## config.mk

```make
export PLATFORM = sky130hd
export DESIGN_NAME = rob_commit
export DESIGN_NICKNAME = d
export VERILOG_FILES = /design/src/rtl/tomasulo_pkg.sv /design/src/rtl/rob_commit.sv
export SDC_FILE = /design/constraint.sdc
export NUM_CORES = 1
export LEC_CHECK = 0
export ABC_CLOCK_PERIOD_IN_PS = 3380
export CAP_MARGIN = 0
export CORE_MARGIN = 1.5
export CORE_UTILIZATION = 62
export CTS_BUF_LIST = sky130_fd_sc_hd__clkbuf_4 sky130_fd_sc_hd__clkbuf_8
export DETAILED_ROUTE_END_ITERATION = 8
export PLACE_DENSITY = 0.81
export SLEW_MARGIN = 25
export SYNTH_ARGS = -nofsm -noshare
export SYNTH_HDL_FRONTEND = slang
export SYNTH_SLANG_ARGS = --single-unit
```

## constraint.sdc

```tcl
create_clock -name clk1 -period 3.38 [get_ports clk1]
set_input_delay 0.676 -clock clk1 [delete_from_list [all_inputs] [get_ports clk1]]
set_output_delay 0.676 -clock clk1 [all_outputs]
set_load 0.03 [all_outputs]
```

## src/rtl/tomasulo_pkg.sv

```systemverilog
// Shared Tomasulo types: instruction encodings, ROB entry layout and pointer helper.
package tomasulo_pkg;

  localparam int ROB_DEPTH_DEF = 8;
  localparam int TAG_W_DEF     = 4;
  localparam int DATA_W_DEF    = 32;
  localparam int REG_W_DEF     = 5;
  localparam int TYPE_W_DEF    = 3;

  localparam logic [TYPE_W_DEF-1:0] T_LOAD = 3'b001;
  localparam logic [TYPE_W_DEF-1:0] T_ADD  = 3'b010;
  localparam logic [TYPE_W_DEF-1:0] T_SUB  = 3'b011;
  localparam logic [TYPE_W_DEF-1:0] T_MUL  = 3'b100;
  localparam logic [TYPE_W_DEF-1:0] T_DIV  = 3'b101;

  typedef enum logic [1:0] {
    E_FREE   = 2'd0,
    E_ISSUED = 2'd1,
    E_DONE   = 2'd2
  } ent_st_e;

  typedef struct packed {
    ent_st_e                st;
    logic [TYPE_W_DEF-1:0]  typ;
    logic [REG_W_DEF-1:0]   rd;
    logic [DATA_W_DEF-1:0]  val;
  } rob_entry_t;

  // Circular pointer advance, shared with decode so both ends wrap identically.
  function automatic int unsigned wrap_inc(input int unsigned p, input int unsigned depth);
    return (p + 1 >= depth) ? 0 : p + 1;
  endfunction

endpackage

```

## src/rtl/rob_commit.sv

```systemverilog
// Reorder buffer: allocation from decode, CDB result capture by tag, in-order retirement.
// Entry widths follow the package defaults, so DATA_W/REG_W/TYPE_W should not be overridden.
module rob_commit
  import tomasulo_pkg::*;
#(
  parameter int ROB_DEPTH = ROB_DEPTH_DEF,
  parameter int TAG_W     = TAG_W_DEF,
  parameter int DATA_W    = DATA_W_DEF,
  parameter int REG_W     = REG_W_DEF,
  parameter int TYPE_W    = TYPE_W_DEF
) (
  input  logic                           clk1,
  input  logic                           rst_n,
  input  logic                           alloc_valid,
  input  logic [TYPE_W-1:0]              alloc_type,
  input  logic [REG_W-1:0]               alloc_rd,
  output logic                           alloc_ready,
  output logic [TAG_W-1:0]               alloc_tag,
  input  logic                           cdb_valid,
  input  logic [TAG_W-1:0]               cdb_tag,
  input  logic [DATA_W-1:0]              cdb_value,
  output logic                           commit_valid,
  input  logic                           commit_ready,
  output logic [TAG_W-1:0]               commit_tag,
  output logic [TYPE_W-1:0]              commit_type,
  output logic [REG_W-1:0]               commit_rd,
  output logic [DATA_W-1:0]              commit_value,
  output logic [$clog2(ROB_DEPTH+1)-1:0] rob_count,
  output logic                           cdb_err
);

  localparam int IDX_W = $clog2(ROB_DEPTH);
  localparam int CNT_W = $clog2(ROB_DEPTH+1);

  rob_entry_t       r_ent [ROB_DEPTH];
  logic [IDX_W-1:0] r_head, r_tail;
  logic [CNT_W-1:0] r_count;
  logic             r_cdb_err;

  logic             w_alloc, w_commit;
  logic             w_cdb_in_rng, w_cdb_hit, w_cdb_bad;
  logic [IDX_W-1:0] w_cdb_idx;
  rob_entry_t       w_head;

  assign w_head       = r_ent[r_head];
  assign alloc_ready  = (r_count != CNT_W'(ROB_DEPTH));
  assign alloc_tag    = TAG_W'(r_tail) + TAG_W'(1);
  assign commit_valid = (w_head.st == E_DONE);
  assign w_alloc      = alloc_valid && alloc_ready;
  assign w_commit     = commit_valid && commit_ready;

  // Tag 0 means "value in ARF" and is silently dropped; any other miss is an error.
  assign w_cdb_in_rng = (cdb_tag != '0) && (cdb_tag <= TAG_W'(ROB_DEPTH));
  assign w_cdb_idx    = IDX_W'(cdb_tag - TAG_W'(1));
  assign w_cdb_hit    = cdb_valid && w_cdb_in_rng && (r_ent[w_cdb_idx].st == E_ISSUED);
  assign w_cdb_bad    = cdb_valid && (cdb_tag != '0) && !w_cdb_hit;

  assign rob_count = r_count;
  assign cdb_err   = r_cdb_err;

  // Head fields are presented only while the head is retireable; otherwise zero.
  always_comb begin
    commit_tag   = '0;
    commit_type  = '0;
    commit_rd    = '0;
    commit_value = '0;
    if (commit_valid) begin
      commit_tag   = TAG_W'(r_head) + TAG_W'(1);
      commit_type  = w_head.typ;
      commit_rd    = w_head.rd;
      commit_value = w_head.val;
    end
  end

  // Entry array: commit, allocate and CDB always target distinct entries (DONE/FREE/ISSUED).
  always_ff @(posedge clk1 or negedge rst_n) begin
    if (!rst_n) begin
      for (int i = 0; i < ROB_DEPTH; i++) r_ent[i] <= '0;
    end else begin
      if (w_commit) r_ent[r_head].st <= E_FREE;
      if (w_alloc)  r_ent[r_tail] <= '{st: E_ISSUED, typ: alloc_type, rd: alloc_rd, val: '0};
      if (w_cdb_hit) begin
        r_ent[w_cdb_idx].st  <= E_DONE;
        r_ent[w_cdb_idx].val <= cdb_value;
      end
    end
  end

  // Head/tail pointers and occupancy count.
  always_ff @(posedge clk1 or negedge rst_n) begin
    if (!rst_n) begin
      r_head  <= '0;
      r_tail  <= '0;
      r_count <= '0;
    end else begin
      if (w_commit) r_head <= IDX_W'(wrap_inc(32'(r_head), ROB_DEPTH));
      if (w_alloc)  r_tail <= IDX_W'(wrap_inc(32'(r_tail), ROB_DEPTH));
      case ({w_alloc, w_commit})
        2'b10:   r_count <= r_count + CNT_W'(1);
        2'b01:   r_count <= r_count - CNT_W'(1);
        default: r_count <= r_count;
      endcase
    end
  end

  // Sticky illegal-CDB flag; only reset clears it.
  always_ff @(posedge clk1 or negedge rst_n) begin
    if (!rst_n)         r_cdb_err <= 1'b0;
    else if (w_cdb_bad) r_cdb_err <= 1'b1;
  end

endmodule

```

==> results of run 1 <==
[per-layer routing]
layer	part of all wire (%)	up-vias
li1	-	5475
met1	38	6629
met2	46	907
met3	11	211
met4	4.7	2
met5	0.026	-
[cells by family (layout without fill, tap and decap cells)]
| kind of cell | count (synthesis) | in the layout | synth area share, % |
|---|---|---|---|
| and+or+nand+nor | 416 | 416 | 12.1 |
| xor gates and xnor gates | 12 | 12 | 0.757 |
| DFF | 347 | 347 | 53.1 |
| muxes | 334 | 338 | 21.2 |
| adders and majority gates | 6 | 6 | 0.459 |
| AOI/OAI and AO/OA | 192 | 192 | 7.62 |
| buffers and inverters | 156 | 326 | 4.82 |
| other | 0 | 1 | 0 |
[placed cells by master (no fill, tap or decap), types with 6 or more instances in the layout]
cell type | Yosys | routed
clkdlybuf4s50_1 | 0 | 57
mux2i_1 | 264 | 264
o22ai_1 | 150 | 148
o311ai_0 | 9 | 9
buf_6 | 4 | 7
nand3b_1 | 6 | 6
or4_1 | 37 | 26
inv_1 | 46 | 46
clkbuf_4 | 0 | 13
clkbuf_8 | 0 | 66
ha_1 | 6 | 6
mux2_2 | 64 | 64
o21ai_0 | 6 | 6
nor2b_1 | 7 | 7
nand2b_1 | 8 | 8
clkinv_2 | 0 | 15
dfrtp_1 | 347 | 344
xor2_1 | 7 | 7
or4_4 | 0 | 11
buf_4 | 28 | 82
nor2_2 | 0 | 11
buf_12 | 0 | 20
a21boi_0 | 7 | 7
nand2_1 | 269 | 269
nand4_4 | 0 | 7
nor2_1 | 45 | 34
[what timing repair did]
action,CTS,global route
pin swaps,0,2
gates cloned,4,8
setup buffers,5,12
resized for setup,11,43
endpoints found under the setup margin,36,42
[worst max-delay path, delay by kind of cell, from the launching register on]
family	cells	cell delay [ns]
compound gates	1	0.11
flops	1	0.45
simple gates	3	1.03
buf+inv	3	0.55
[how the worst max path moves through the flow]
stage          cells past startpoint         endpoint        from  slack (ns)
3_5_place_dp                       8        r_ent[69]  cdb_tag[0]        0.29
6_report                           7  commit_value[8]   r_head[1]       -0.02
3_3_place_gp                       8       r_ent[177]  cdb_tag[0]        0.36
4_1_cts                            5  commit_value[1]   r_head[1]       -0.03
5_1_grt                            7  commit_value[8]   r_head[1]       -0.05
2_1_floorplan                      5  commit_value[1]   r_head[1]        0.38
[per-stage QoR]
step                total power, uW  hold WS, ns
floorplan                     11400        0.380
global placement              13300        0.470
detailed placement            13600        0.486
CTS                           17900        0.149
global route                  19800        0.154
finish                        19000       0.0997
[power by group through the flow]
stage	clock network (uW)	logic, uW	registers (uW)
final	3990	7840	7150
after global routing	4200	8300	7290
after CTS	3980	6910	7050
after detailed placement	0	6550	7090
after global placement	0	6310	6980
after floorplan	0	4590	6780
[layout make-up]
cell class | count | share of cell area (%)
antenna | 1 | 0.0128
clock buffer | 79 | 5.14
clock inverter | 23 | 1.21
inverter | 48 | 0.933
multi-input combinational | 964 | 36.5
sequential | 347 | 44.4
tap | 335 | 2.14
timing repair buffer | 176 | 9.72
==> results.toml, run 1 <==
[run_status]
outcome = "finished, violations left"
failed_checks = "design-rule violations, negative setup slack"

[worst_setup_path]
crit_required_ns = 2.70
critical_path.startpoint_type = "register"
max_stage_delay_ns = 0.59
path_class = "register to output port"
r2r_cells = 9
r2r_slack_ns = 0.23
end_kind = "output port"
crit_chain = "buf_12 -> or3b_4 -> clkbuf_16 -> o22ai_1 -> or4_4 -> nor2_1 -> buf_4"
crit_fanout = 15
cpMaxStageDelayCell = "or4_4"
r2r-start = "r_head[1]"
cp.arrival_ns = 2.73
r2r-end = "rob_count[3]"

[drt]
firstDrtPassIters = 8
viasPerCell = 6.70
routedWlPerCell_um = 25.4
drt-initial-drc-count = 1719
drc = 1
wirelength_mm = 50.1
ant_nets = 0
vias = 13200

[logic_synthesis]
yosys.area.top_type_share_pct = 53.1
synth_common_cells = "dfrtp_1, nand2_1, mux2i_1"
synth_most_common_cell = "dfrtp_1"
yosysSeqAreaShare_pct = 53.1
ys_types = 53
synth-edff-count = 0
syn-instance-count = 1463
synth-seq-cells = 347
ys_async_sr_fraction_pct = 100
synth.area.top_cells = "dfrtp_1, mux2i_1, nand2_1"
yosys_warnings = 0
synthFlopType = "dfrtp_1"
synth_fp_nets = 1518
netlist_area_mm2 = 0.0164
avgSynthCellArea_um2 = 11.2
synth_largest_area_cell = "dfrtp_1"

[sta]
fmax_mhz = 294
setup-violations-final = 1
max_slew_margin_pct = 31.0
hold_violations = 0
rsz0062_at_grt = "true"
tns_ns = -0.0233
period_minus_slack_ns = 3.40
period_share_pct = 101
finalMaxSlewViolations = 0
finalClockSkew_ns = 0.0408
finalWorstSetupSlack_ns = -0.0233
tightest_slew_ns = 1.03

[global_routing]
grt_pass1_vias = 13400
top_usage_layer = "met2"
grt.total_usage_pct = 35.4
use_met3_pct = 7.57
overflow = 0
antenna_found_initial = 2
grt_pass1_wl_mm = 73.6
grt_start_max_net_pins = 93
met2_usage_pct = 56.1
use_met1_pct = 46.9

[placed_design]
port_buffers = 103
placed_cell_area_mm2 = 0.0178
dp_hpwl_mm = 25.4
gp_congestion = 0.881
placedCellCount = 1841
dp_slack_ns = 0.291

[clock_network]
cts_sinks = 347
postCtsHoldBufs = 0
cts_root_buf = "clkbuf_8"
cts_tree = "built"
h-tree-depth = 2
numCtsBuffers = 54
clkTransAtPathRegs_ns = 0.06
insertion_delay_ns = 0.62
clockBufferDepth = 3

[floorplan]
rows = 59
ioPinCount = 104
core-area_mm2 = 0.0260
die_w_um = 165
die_area_mm2 = 0.0274
start_util_pct = 63.0
die_h_um = 165

[pwr]
clkPwrFrac_pct = 21.0
switching_power_uw = 7370
power_frac_seq_pct = 37.7
p_leak_uw = 0.0107
ir_worst_vdd_uv = 650
p_per_area_mw_per_mm2 = 969
switching_share_pct = 38.8
internal_power_uw = 11600
share_comb_of_total_power_pct = 41.3

[final_layout]
layout.nets = 1646
fin_area_mm2 = 0.0196
stdcell_count = 1973
area_growth_pct = 19.7
multiInputGateArea_mm2 = 0.00715
seqCellArea_mm2 = 0.00869
fill_cells = 1671
drive_above_1_share_pct = 21.1
final_util_pct = 75.4

[worst_hold_path]
hold_path_class = "primary input to async pin"

[flow_run]
drv_cap = 0
(Power assumes the default switching activity.)
==> run 2: changes to the inputs <==
--- a/config.mk
+++ b/config.mk
@@ -12,6 +12,7 @@
 export CTS_BUF_LIST = sky130_fd_sc_hd__clkbuf_4 sky130_fd_sc_hd__clkbuf_8
 export DETAILED_ROUTE_END_ITERATION = 8
 export PLACE_DENSITY = 0.81
+export SKIP_CTS_REPAIR_TIMING = 1
 export SLEW_MARGIN = 25
 export SYNTH_ARGS = -nofsm -noshare
 export SYNTH_HDL_FRONTEND = slang
==> run 2 against run 1 <==
Net effect: the flow finishes with violations (negative setup slack); clock skew down 0.0014 ns; non-clock buffer count up 11; via count up 0.82%; clock-buffer cell count unchanged; critical path depth down 1; critical path type unchanged.
==> results.toml, run 2 (synthesized netlist as in run 1, its figures left out) <==
[run_status]
outcome = "finished, violations left"
failed_checks = "negative setup slack"

[drt]
drc = 0
vias = 13300
ant_nets = 0
wirelength_mm = 51.6
drt-initial-drc-count = 1843
viasPerCell = 6.72
firstDrtPassIters = 7
routedWlPerCell_um = 26.0

[final_layout]
fill_cells = 1639
layout.nets = 1658
layout_commonest_cell = "dfrtp_1"
stdcell_count = 1985
seqCellArea_mm2 = 0.00869
area_growth_pct = 20.8
layout_common_cells = "dfrtp_1, nand2_1, mux2i_1"
drive_above_1_share_pct = 22.0
multiInputGateArea_mm2 = 0.00717

[sta]
fmax_mhz = 291
period_share_pct = 102
finalMaxSlewViolations = 0
finalClockSkew_ns = 0.0395
hold_violations = 0
period_minus_slack_ns = 3.43
max_slew_margin_pct = 30.7
finalWorstSetupSlack_ns = -0.0545
rsz0062_at_grt = "true"
setup-violations-final = 3
tightest_slew_ns = 1.04

[global_routing]
antenna_found_initial = 3
grt_start_max_net_pins = 93
grt.total_usage_pct = 33.7
grt_pass1_vias = 13200
use_met3_pct = 5.49
use_met1_pct = 45.8
grt_pass1_wl_mm = 71.1
top_usage_layer = "met2"
overflow = 0
met2_usage_pct = 54.1

[placed_design]
gp_congestion = 0.881
placedCellCount = 1841
dp_hpwl_mm = 25.4
port_buffers = 103

[worst_setup_path]
critical_path.startpoint_type = "register"
crit_required_ns = 2.70
path_class = "register to output port"
cp.arrival_ns = 2.76
r2r_slack_ns = 0.23
end_kind = "output port"
crit_fanout = 38

[flow_run]
drv_cap = 0

[clock_network]
cts_tree = "built"
clkTransAtPathRegs_ns = 0.06
cts_root_buf = "clkbuf_8"
insertion_delay_ns = 0.63
h-tree-depth = 2
numCtsBuffers = 54
cts_sinks = 347
clockBufferDepth = 3

[pwr]
p_per_area_mw_per_mm2 = 976
ir_worst_vdd_uv = 645
p_leak_uw = 0.0108
totalPowerFinal_uw = 19300

[floorplan]
die_area_mm2 = 0.0274
die_h_um = 165
rows = 59
die_w_um = 165
ioPinCount = 104
start_util_pct = 63.0
core-area_mm2 = 0.0260

[worst_hold_path]
hold_path_class = "primary input to async pin"
==> run 2: cell types whose count changed in the layout (fill, tap and decap cells not counted), sizes merged <==
cell / before / now
buf: 114 / 120
clkbuf: 84 / 89
mux2: 71 / 72
==> run 2: critical path: stages (launching register included) <==
cell and delay [ns]:
dfrtp_4 0.56, or3b_2 0.52, buf_12 0.18, o22ai_1 0.34, or4_1 0.24, nor2_1 0.06
buf_4 0.18
==> run 2: power breakdown <==
part / internal, uW / switching [uW] / total [uW]
clock network: 2240 / 1750 / 3990
registers: 5970 / 1210 / 7180
logic: 3550 / 4570 / 8120
total: 11800 / 7530 / 19300
==> run 2: worst paths after layout <==
kind	from	endpoint	cells after the start
worst min-delay path	rst_n	r_ent[209]	1
max in group asynchronous	rst_n	r_ent[318]	2
worst max-delay path	r_head[2]	commit_value[5]	6
min in group clk1	cdb_err	cdb_err	2
worst min register to register	cdb_err	cdb_err	2
worst max register to register	r_head[1]	rob_count[3]	9
==> run 2: through the flow <==
step,setup TNS (ns),hold WS [ns],area [um2],utilization (%),setup slack [ns]
final,-0.0756,0.0882,19800,76.1,-0.0545
after global routing,-1.21,0.147,19800,76.1,-0.0613
after CTS,-3.32,0.149,19000,73.2,-0.224
after detailed placement,0,0.486,17800,68.4,0.291
after global placement,0,0.470,17800,68.4,0.360
after floorplan,0,0.380,16400,-,0.381
==> run 2: routing by layer <==
layer  vias up  share of wire, %
met2       946                46
met5         -             0.027
met4         2               5.4
met1      6668                38
met3       228                11
li1       5489                 -
==> run 2: cell type report <==
type,count,area share (%)
Tap cell,335,2.12
Timing Repair Buffer,187,10.4
Clock inverter,23,1.20
Sequential cell,347,44.0
Clock buffer,79,5.09
Antenna cell,1,0.0127
Inverter,48,0.924
Multi-Input combinational cell,965,36.3
==> run 3: changes to the inputs <==
--- a/config.mk
+++ b/config.mk
@@ -12,6 +12,7 @@
 export CTS_BUF_LIST = sky130_fd_sc_hd__clkbuf_4 sky130_fd_sc_hd__clkbuf_8
 export DETAILED_ROUTE_END_ITERATION = 8
 export PLACE_DENSITY = 0.81
+export RECOVER_POWER = 50
 export SKIP_CTS_REPAIR_TIMING = 1
 export SLEW_MARGIN = 25
 export SYNTH_ARGS = -nofsm -noshare
==> run 3 against run 2 <==
Net effect: the run ends with max-capacitance violations, max-slew violations, negative setup slack left; core utilization is 0.11 points lower; final cell count stayed put; clock power is essentially flat; sequential share of layout area grew 0.064 points; fmax grew 0.23%; worst setup slack improved by 0.0078 ns; critical endpoint unchanged; highest routed layer unchanged.
==> results.toml, run 3 (synthesized netlist as in run 1, its figures left out) <==
[run_status]
outcome = "finished, violations left"
failed_checks = "max-capacitance violations, max-slew violations, negative setup slack"

[drt]
dr_wl_met3_mm = 5.77
routedWlPerCell_um = 25.9
firstDrtPassIters = 6
drc = 0
wirelength_mm = 51.5
highest_layer = "met5"
dr_wl_met2_mm = 23.4
vias = 13300
ant_nets = 0
wl_met1_mm = 19.5
drt-initial-drc-count = 1908
viasPerCell = 6.71

[sta]
period_share_pct = 101
max_slew_margin_pct = -63.4
rsz0062_at_grt = "true"
setup-violations-final = 1
finalWorstSetupSlack_ns = -0.0468
tns_ns = -0.0468
tightest_slew_ns = 2.45
period_minus_slack_ns = 3.43
hold_violations = 0
fmax_mhz = 292
finalClockSkew_ns = 0.0408
hold-worst-slack_ns = 0.487
finalMaxSlewViolations = 90

[flow_run]
drv_cap = 1

[worst_setup_path]
cp.arrival_ns = 2.75
r2r-end = "rob_count[3]"
crit_fanout = 38
critical_path.startpoint_type = "register"
end_kind = "output port"
r2r-start = "r_head[1]"
r2r_cells = 9
path_class = "register to output port"
crit_required_ns = 2.70
r2r_slack_ns = 0.25

[floorplan]
die_h_um = 165
die_area_mm2 = 0.0274
core-area_mm2 = 0.0260
die_w_um = 165
rows = 59
ioPinCount = 104
start_util_pct = 63.0

[placed_design]
placedCellCount = 1841
gp_congestion = 0.881
dp_hpwl_mm = 25.4
port_buffers = 103

[clock_network]
cts_tree = "built"
clockBufferDepth = 3
numCtsBuffers = 54
cts_root_buf = "clkbuf_8"
clkTransAtPathRegs_ns = 0.06
cts_sinks = 347
insertion_delay_ns = 0.63
h-tree-depth = 2

[final_layout]
final_util_pct = 76.0
drive_above_1_share_pct = 21.9
fill_cells = 1645
area_growth_pct = 20.6
layout_common_cells = "dfrtp_1, nand2_1, mux2i_1"
layout_commonest_cell = "dfrtp_1"
multiInputGateArea_mm2 = 0.00717
layout.nets = 1658
seqCellArea_mm2 = 0.00869
stdcell_count = 1985

[worst_hold_path]
min_from = "cdb_err"
hold_path_class = "register to register"
holdPathEnd = "cdb_err"
hold_depth = 2

[global_routing]
grt_start_max_net_pins = 93
grt.total_usage_pct = 33.7
grt_pass1_vias = 13200
antenna_found_initial = 3
grt_pass1_wl_mm = 71.1
overflow = 0

[pwr]
ir_worst_vdd_uv = 643
p_leak_uw = 0.0108
p_per_area_mw_per_mm2 = 976
run 3: layer usage:
| metal | GRT usage (%) | up-vias |
|---|---|---|
| met3 | 5.49 | 244 |
| met2 | 54.1 | 918 |
| met5 | 0 | - |
| met1 | 45.8 | 6663 |
| met4 | 14.2 | 2 |
| li1 | - | 5495 |
run 3: critical path, cell delays in order (launching register included):
cell,delay [ns]
dfrtp_4,0.56
or3b_2,0.52
buf_12,0.18
o22ai_1,0.34
or4_1,0.24
nor2_1,0.05
buf_4,0.18
run 3: worst max-delay path by stage:
stage | startpoint | endpoint | slack (ns) | cells past startpoint
after floorplan | r_head[1] | commit_value[1] | 0.38 | 5
after global placement | cdb_tag[0] | r_ent[177] | 0.36 | 8
after detailed placement | cdb_tag[0] | r_ent[69] | 0.29 | 8
after CTS | r_head[2] | commit_value[5] | -0.22 | 6
after global routing | r_head[2] | commit_value[17] | -0.06 | 6
final | r_head[2] | commit_value[5] | -0.05 | 6
run 3: final cells by class:
type | count | share of cell area, %
flip-flops and latches | 347 | 44.0
inverters | 48 | 0.925
clock buffers | 79 | 5.10
multi-input cells | 965 | 36.3
diodes | 1 | 0.0127
repair buffers | 187 | 10.3
clock inverters | 23 | 1.20
well taps | 335 | 2.12
run 3: power breakdown:
part	internal, uW	total, uW	switching, uW
Combinational	3540	8110	4570
Sequential	5970	7180	1200
Clock	2240	3990	1740
Total	11800	19300	7510
run 3: metrics by stage:
stage | power (uW) | cell area, um2 | setup slack, ns
2_1_floorplan | 11400 | 16400 | 0.381
3_3_place_gp | 13300 | 17800 | 0.360
3_5_place_dp | 13600 | 17800 | 0.291
4_1_cts | 17600 | 19000 | -0.224
5_1_grt | 20100 | 19700 | -0.0613
6_report | 19300 | 19700 | -0.0468
